[src/rtl/fu_pipe_param.sv]
// fu_pipe_param: parametrised ADD/SUB/MUL/DIV unit with valid/ready issue and CDB handshakes; FU_BACK_TO_BACK_EN allows accept on completion edge
module fu_pipe_param #(
  parameter int WIDTH   = 16,
  parameter int TAG_W   = 3,
  parameter int ADD_LAT = 1,
  parameter int MUL_LAT = 2,
  parameter int DIV_LAT = 2
) (
  input  logic             clock,
  input  logic             reset_n,
  input  logic             flush,
  input  logic             issue_valid,
  output logic             issue_ready,
  input  logic [3:0]       issue_op,
  input  logic [TAG_W-1:0] issue_tag,
  input  logic [WIDTH-1:0] src_r1,
  input  logic [WIDTH-1:0] src_r2,
  output logic             cdb_valid,
  input  logic             cdb_ready,
  output logic [TAG_W-1:0] cdb_tag,
  output logic [WIDTH-1:0] cdb_data,
  output logic             cdb_err,
  output logic             busy
);
  localparam int MAX_LAT = ADD_LAT > MUL_LAT ? (ADD_LAT > DIV_LAT ? ADD_LAT : DIV_LAT) : (MUL_LAT > DIV_LAT ? MUL_LAT : DIV_LAT);
  localparam int CW = MAX_LAT > 1 ? $clog2(MAX_LAT) : 1;
  typedef enum logic [1:0] {IDLE, EXEC, WB} state_t;
  state_t state_q, state_d;
  logic [CW-1:0] cnt_q, cnt_d, lat_m1;
  logic [TAG_W-1:0] tag_q, tag_d;
  logic [WIDTH-1:0] data_q, data_d, res;
  logic err_q, err_d, legal, div0, accept;
`ifdef FU_BACK_TO_BACK_EN
  assign issue_ready = state_q == IDLE || (state_q == WB && cdb_ready);
`else
  assign issue_ready = state_q == IDLE;
`endif
  assign accept = issue_valid && issue_ready && !flush;
  assign cdb_valid = state_q == WB;
  assign busy = state_q != IDLE;
  assign cdb_tag = tag_q;
  assign cdb_data = data_q;
  assign cdb_err = err_q;
  // decode the presented op into its result, error flag and latency
  always_comb begin
    div0 = ~|src_r1;
    legal = issue_op inside {4'b0000, 4'b0001, 4'b0100, 4'b0101};
    res = issue_op == 4'b0000 ? src_r2 + src_r1 :
          issue_op == 4'b0001 ? src_r2 - src_r1 :
          issue_op == 4'b0100 ? src_r2 * src_r1 :
          issue_op == 4'b0101 ? (div0 ? '1 : src_r2 / src_r1) : '0;
    lat_m1 = issue_op == 4'b0100 ? CW'(MUL_LAT - 1) :
             issue_op == 4'b0101 ? CW'(DIV_LAT - 1) : CW'(ADD_LAT - 1);
  end
  // next state: flush squashes, otherwise count down, retire, then accept
  always_comb begin
    state_d = state_q;
    cnt_d = cnt_q;
    tag_d = tag_q;
    data_d = data_q;
    err_d = err_q;
    if (flush) begin
      state_d = IDLE;
      cnt_d = '0;
    end else begin
      if (state_q == EXEC) begin
        state_d = cnt_q == '0 ? WB : EXEC;
        cnt_d = cnt_q == '0 ? cnt_q : cnt_q - 1'b1;
      end
      if (state_q == WB && cdb_ready) state_d = IDLE;
      if (accept) begin
        state_d = EXEC;
        cnt_d = lat_m1;
        tag_d = issue_tag;
        data_d = res;
        err_d = !legal || (issue_op == 4'b0101 && div0);
      end
    end
  end
  // state and registered outputs, reset clears everything
  always_ff @(posedge clock) begin
    if (!reset_n) begin
      state_q <= IDLE;
      cnt_q <= '0;
      tag_q <= '0;
      data_q <= '0;
      err_q <= 1'b0;
    end else begin
      state_q <= state_d;
      cnt_q <= cnt_d;
      tag_q <= tag_d;
      data_q <= data_d;
      err_q <= err_d;
    end
  end
endmodule

[config.mk]
export PLATFORM = sky130hd
export DESIGN_NAME = fu_pipe_param
export DESIGN_NICKNAME = d
export VERILOG_FILES = /design/src/rtl/fu_pipe_param.sv
export SDC_FILE = /design/constraint.sdc
export NUM_CORES = 1
export LEC_CHECK = 0
export BUFFER_PORTS_ARGS = -buffer_cell sky130_fd_sc_hd__buf_2
export CAP_MARGIN = 20
export CORE_MARGIN = 4
export CORE_UTILIZATION = 45
export CTS_CLUSTER_SIZE = 20
export DETAILED_ROUTE_END_ITERATION = 8
export GPL_TIMING_DRIVEN = 0
export SYNTH_ARGS = -nofsm -noshare
export SYNTH_HDL_FRONTEND = slang
export SYNTH_SLANG_ARGS = --single-unit
[constraint.sdc]
create_clock -name clock -period 56.4 [get_ports clock]
set_clock_uncertainty 0.15 [all_clocks]
set_input_delay 5.64 -clock clock [delete_from_list [all_inputs] [get_ports clock]]
set_output_delay 5.64 -clock clock [all_outputs]
set_load 0.01 [all_outputs]
# [Yosys cells after proc, flatten, opt, wreduce, memory -nomap -nowiden]
# Cells that the tools add are included.
[classes] n_reduce_logical=18 n_mux=14 n_bitwise=2 eq_ne=5 mul=1 div=1 add_sub_neg=3
[op_table] cell="$mux 16" n=5
[op_table] cell="$add 16x16->16" n=1
[op_table] cell="$div 16x16->16" n=1
[op_table] cell="$mul 16x16->16" n=1
[op_table] cell="$reduce_or 16->1" n=1
[op_table] cell="$sub 16x16->16" n=1
[op_table] cell="$eq 4x3->1 const B" n=2
[op_table] cell="$mux 1" n=8
[op_table] cell="$eq 4x1->1 const B" n=1
[op_table] cell="$logic_and 1x1->1" n=4
[op_table] cell="$logic_not 4->1" n=1
[op_table] cell="$reduce_bool 2->1" n=2
[op_table] cell="$reduce_bool 4->1" n=1
[op_table] cell="$reduce_or 4->1" n=1
[op_table] cell="$logic_not 1->1" n=3
[op_table] cell="$reduce_bool 3->1" n=1
[op_table] cell="$eq 2x1->1 const B" n=1
[op_table] cell="$eq 2x2->1 const B" n=1
[op_table] cell="$logic_not 2->1" n=1
[op_table] cell="$mux 2" n=1
[op_table] cell="$not 1->1" n=2
[op_table] cell="$reduce_and 2->1" n=1
[op_table] cell="$reduce_or 2->1" n=1
[op_table] cell="$logic_or 1x1->1" n=1
[op_table] cell="$sub 1x1->1 const B" n=1
[word_totals] register_bits=23

# [Logic depth before layout (Yosys ltp)]
[logic_depth] ltp_word=6 mapped_depth=135 ltp_nobuf=124

# [Worst setup path before layout]
# OpenSTA, ideal clock, no wires.
[synth_timing] kind="input-to-reg" startpoint="input port src_r1[4]" endpoint="register data_q[0] (netlist: cdb_data[0])" path_buffers=11 slack_ns=24.244 cell_stages=120 t_arrival_ns=31.885 setup_time_ns=0.122 path_cell_list="clkbuf_1 -> or4_1 -> nor4_4 -> and4_1 -> nor2_1 -> ha_1 -> o21ai_0 -> nand2b_1 -> and3_1 -> o32ai_1 -> ha_1 -> o211ai_1 -> and2_1 -> or4b_1 -> nand2_1 -> ha_1 -> or3_1 -> a2bb2oi_1 -> [... 84 more ...] -> a31oi_1 -> a211o_1 -> a31oi_1 -> nand2b_1 -> a21o_1 -> clkbuf_1 -> nand2_1 -> o21ai_0 -> ha_1 -> a21o_1 -> a21oi_1 -> nor2b_1 -> o21ai_0 -> nand2b_1 -> a211oi_1 -> nor3_1 -> o21ai_0 -> a21oi_1"
[synth_via] elab_chain_len=6 elab_cells_between_ends=7 cone_classes="div: 1; mux: 5; reduce/logical: 1"
[synth_rtl] item="start, declared" line="16" source="input logic [WIDTH-1:0] src_r1,"
[synth_rtl] item="$div 16x16->16 or $reduce_or 16->1 (tied branches)" line="51, 46"
[synth_rtl] item="$mux 16 * (2 in series)" line="51" source="issue_op == 4'b0101 ? (div0 ? '1 : src_r2 / src_r1) : '0;"
[synth_rtl] item="$mux 16 *" line="50" source="issue_op == 4'b0100 ? src_r2 * src_r1 :"
[synth_rtl] item="$mux 16 *" line="49" source="issue_op == 4'b0001 ? src_r2 - src_r1 :"
[synth_rtl] item="$mux 16 *" line="48" source="res = issue_op == 4'b0000 ? src_r2 + src_r1 :"
[synth_rtl] item="end signal, assigned" line="92" source="data_q <= data_d;"
[synth_rtl] item="end, declared" line="31" source="logic [WIDTH-1:0] data_q, data_d, res;"
# Every way passes the cells marked *; elsewhere a longest branch is shown, timed or not.
# A chain may end at the register's enable or synchronous reset.

# [Final worst setup path]
# Same ends and word-level chain as after synthesis.

==> summary.txt <==
status = complete, no violations
Core ar. = 29,100 um2
Syn Nets = 2,188
synth warn = 0
PD cells = 25.0 nW/um2
Avg WL per Cell = 20.9 um
P_sw = 194 uW
share of layout cells above drive strength 1 = 0.0699
Crit path top cell by count = ha_1
ANT nets after route = 0
Yosys reg bits = 23
GRT Total Usage = 0.282
die width = 181 um
top-count cell post-synth = ha_1
clock network power share = 0.043
Fin. Hold Viols = 0
Leak = 0.00668 uW
Routed WL = 48,000 um
R2R setup slack = 54.11 ns
synthesized cell area = 13,400 um2
WP data required = 56.38 ns
Most used DFF post-synth = dfxtp_1
hold_buf cts = 0
DR iter-0 viols = 1,305
cts repair resizes = 0
CTS Root Cell = clkbuf_16
Initial Util = 0.461
worst setup path class = in2reg
CP delay by family, top = compound AO/OA/AOI/OAI gates
Die ar. = 32,700 um2
slowest cell on the critical path = o31ai_1
total number of vias = 13,900
Gate power share = 0.907
std cell rows = 62
synthesized instance count = 1,844
# setup viols final = 0
clock-pin slew on the worst setup and hold paths = 0.06 ns
Clock Latency Late Sink = 0.25 ns
htree depth = 1
dpl hpwl = 39,000 um
Synth area leader = ha_1
post-synth cell types = 75
CP endpoint kind = flip-flop
gr ovfl total = 0
Net Sw Frac = 0.537
P_int = 167 uW
Post-CTS Setup Inserts = 0
via/cell ratio = 6.05
worst min path class = reg2reg
GP Congestion = 0.920
max-slew violations = 0
Tmin final = 40.73 ns
crit path launch type = input port
Buf/Inv on CP = 12
Worst IR Drop VDD = 28.7 uV
most instantiated cells after synthesis = ha_1 (218), nand2_1 (196), inv_1 (174), nor2_1 (151), a21oi_1 (143)
Post-synth EDFFs = 0
Hold Slack = 0.310 ns
CTS tree = yes
slowest stage delay, CP = 0.90 ns
Syn Area/Cell = 7.28 um2
global-route wire length before repair = 74,600 um
TritonRoute pass-1 iters = 5
largest net degree at the start of global routing = 20
Seq pwr share = 0.049
top cell type's share of synthesized area = 0.203
I/O Buffers = 64
Area contributors post-synth = ha_1 (20%), fa_1 (12%), nand2_1 (5.5%)
Async S/R FF share, synth = 0
Slew @ Worst Pin = 1.15 ns
Fmax = 0.0246 GHz
vias in the first global route = 13,400
clk buf depth = 2
Max Fanout on Critical Path = 10
fillers = 3,008
Rel. slew slack = 0.232
Ports = 67
max_cap viols = 0
Residual DRC = 0
die height = 181 um
Arr. time, crit path = 40.71 ns
antenna violations before repair = 0
register area share after synthesis = 0.0343
TritonCTS buffer count = 3
NumNets Final = 2,261
period utilisation layout = 0.722
ant diodes = 0
area grow syn2layout = 7.22%
RSZ-0062 raised after global routing = false
TNS Setup = 0 ns
TritonCTS Sinks = 23
layout make-up:
cell class	instances	area (um2)	area share
flip-flops and latches	23	460	0.0320
clock buffers	3	75.1	0.00522
repair buffers	68	408	0.0283
inverters	177	664	0.0462
clock inverters	1	5.00	0.000348
well taps	384	480	0.0334
multi-input cells	1571	12000	0.835
plain buffers	73	287	0.0199
worst register-to-register path, stage by stage (launching register included):
cell	delay (ns)
dfxtp_1	0.35
nor2_1	0.19
inv_1	0.08
nor3b_1	0.29
clkbuf_1	0.43
o21ai_0	0.18
a21o_1	0.22
a211oi_1	0.18
a31oi_1	0.10
layer usage:
metal	part of all wire	wire length (um)	track usage	vias up
met5	0	0	0	-
met4	0.027	1300	0.0656	0
met3	0.066	3200	0.0310	76
met2	0.47	22600	0.482	513
met1	0.44	21000	0.382	6660
li1	-	-	-	6670
logic make-up after synthesis:
logic type	Yosys count	synth area share
flip-flops	23	0.0343
adder cells (fa/ha/maj)	300	0.326
AO/OA/AOI/OAI	501	0.242
AND/OR/NAND/NOR	616	0.221
XOR/XNOR	115	0.0750
buffers and inverters	250	0.0708
multiplexers	39	0.0312
flip-flops by register name, indices dropped and copies added (netlist names):
register  count
state_q       2
cdb_tag       3
cdb_data     16
cdb_err       1
cnt_q         1
layout by cell type, fill, tap and decap left out, types with 29 or more instances in the layout:
master	n
xor2_1	33
xnor2_1	82
buf_2	69
inv_1	174
o211ai_1	29
o21a_1	31
o21ai_0	99
nor2_1	151
a31oi_1	30
nand2_1	196
ha_1	218
a21o_1	30
a21oi_1	143
and2_1	34
fa_1	82
nand3_1	43
nor3_1	51
clkbuf_1	68
metrics by stage:
stage	worst slack, ns	util	instance area [um2]	total power, uW	instances
after floorplan	24.24	-	13400	259	1844
after global placement	15.45	0.489	14200	333	2292
after detailed placement	15.61	0.492	14300	339	2295
after CTS	15.79	0.494	14400	357	2299
after global routing	12.89	0.495	14400	399	2300
final	15.67	0.495	14400	360	2300
power groups by stage:
stage	Clock, uW	Sequential, uW	Combinational (uW)
final	15.6	17.8	327
after global routing	16.6	17.9	364
after CTS	15.8	17.8	323
after detailed placement	0	18.2	321
after global placement	0	18.2	314
after floorplan	0	18.5	241
path summary, 6_finish.rpt:
path,depth (start not counted),from,endpoint
setup / recovery,119,src_r1[4],cdb_data[0]$_SDFFE_PN0P_
hold / removal,2,cdb_tag[2]$_SDFFE_PN0P_,cdb_tag[2]$_SDFFE_PN0P_
setup reg to reg,8,state_q[0]$_SDFFE_PP0P_,cdb_data[15]$_SDFFE_PN0P_
hold reg to reg,2,cdb_tag[2]$_SDFFE_PN0P_,cdb_tag[2]$_SDFFE_PN0P_
No activity file was read; power rests on OpenSTA's default activity.
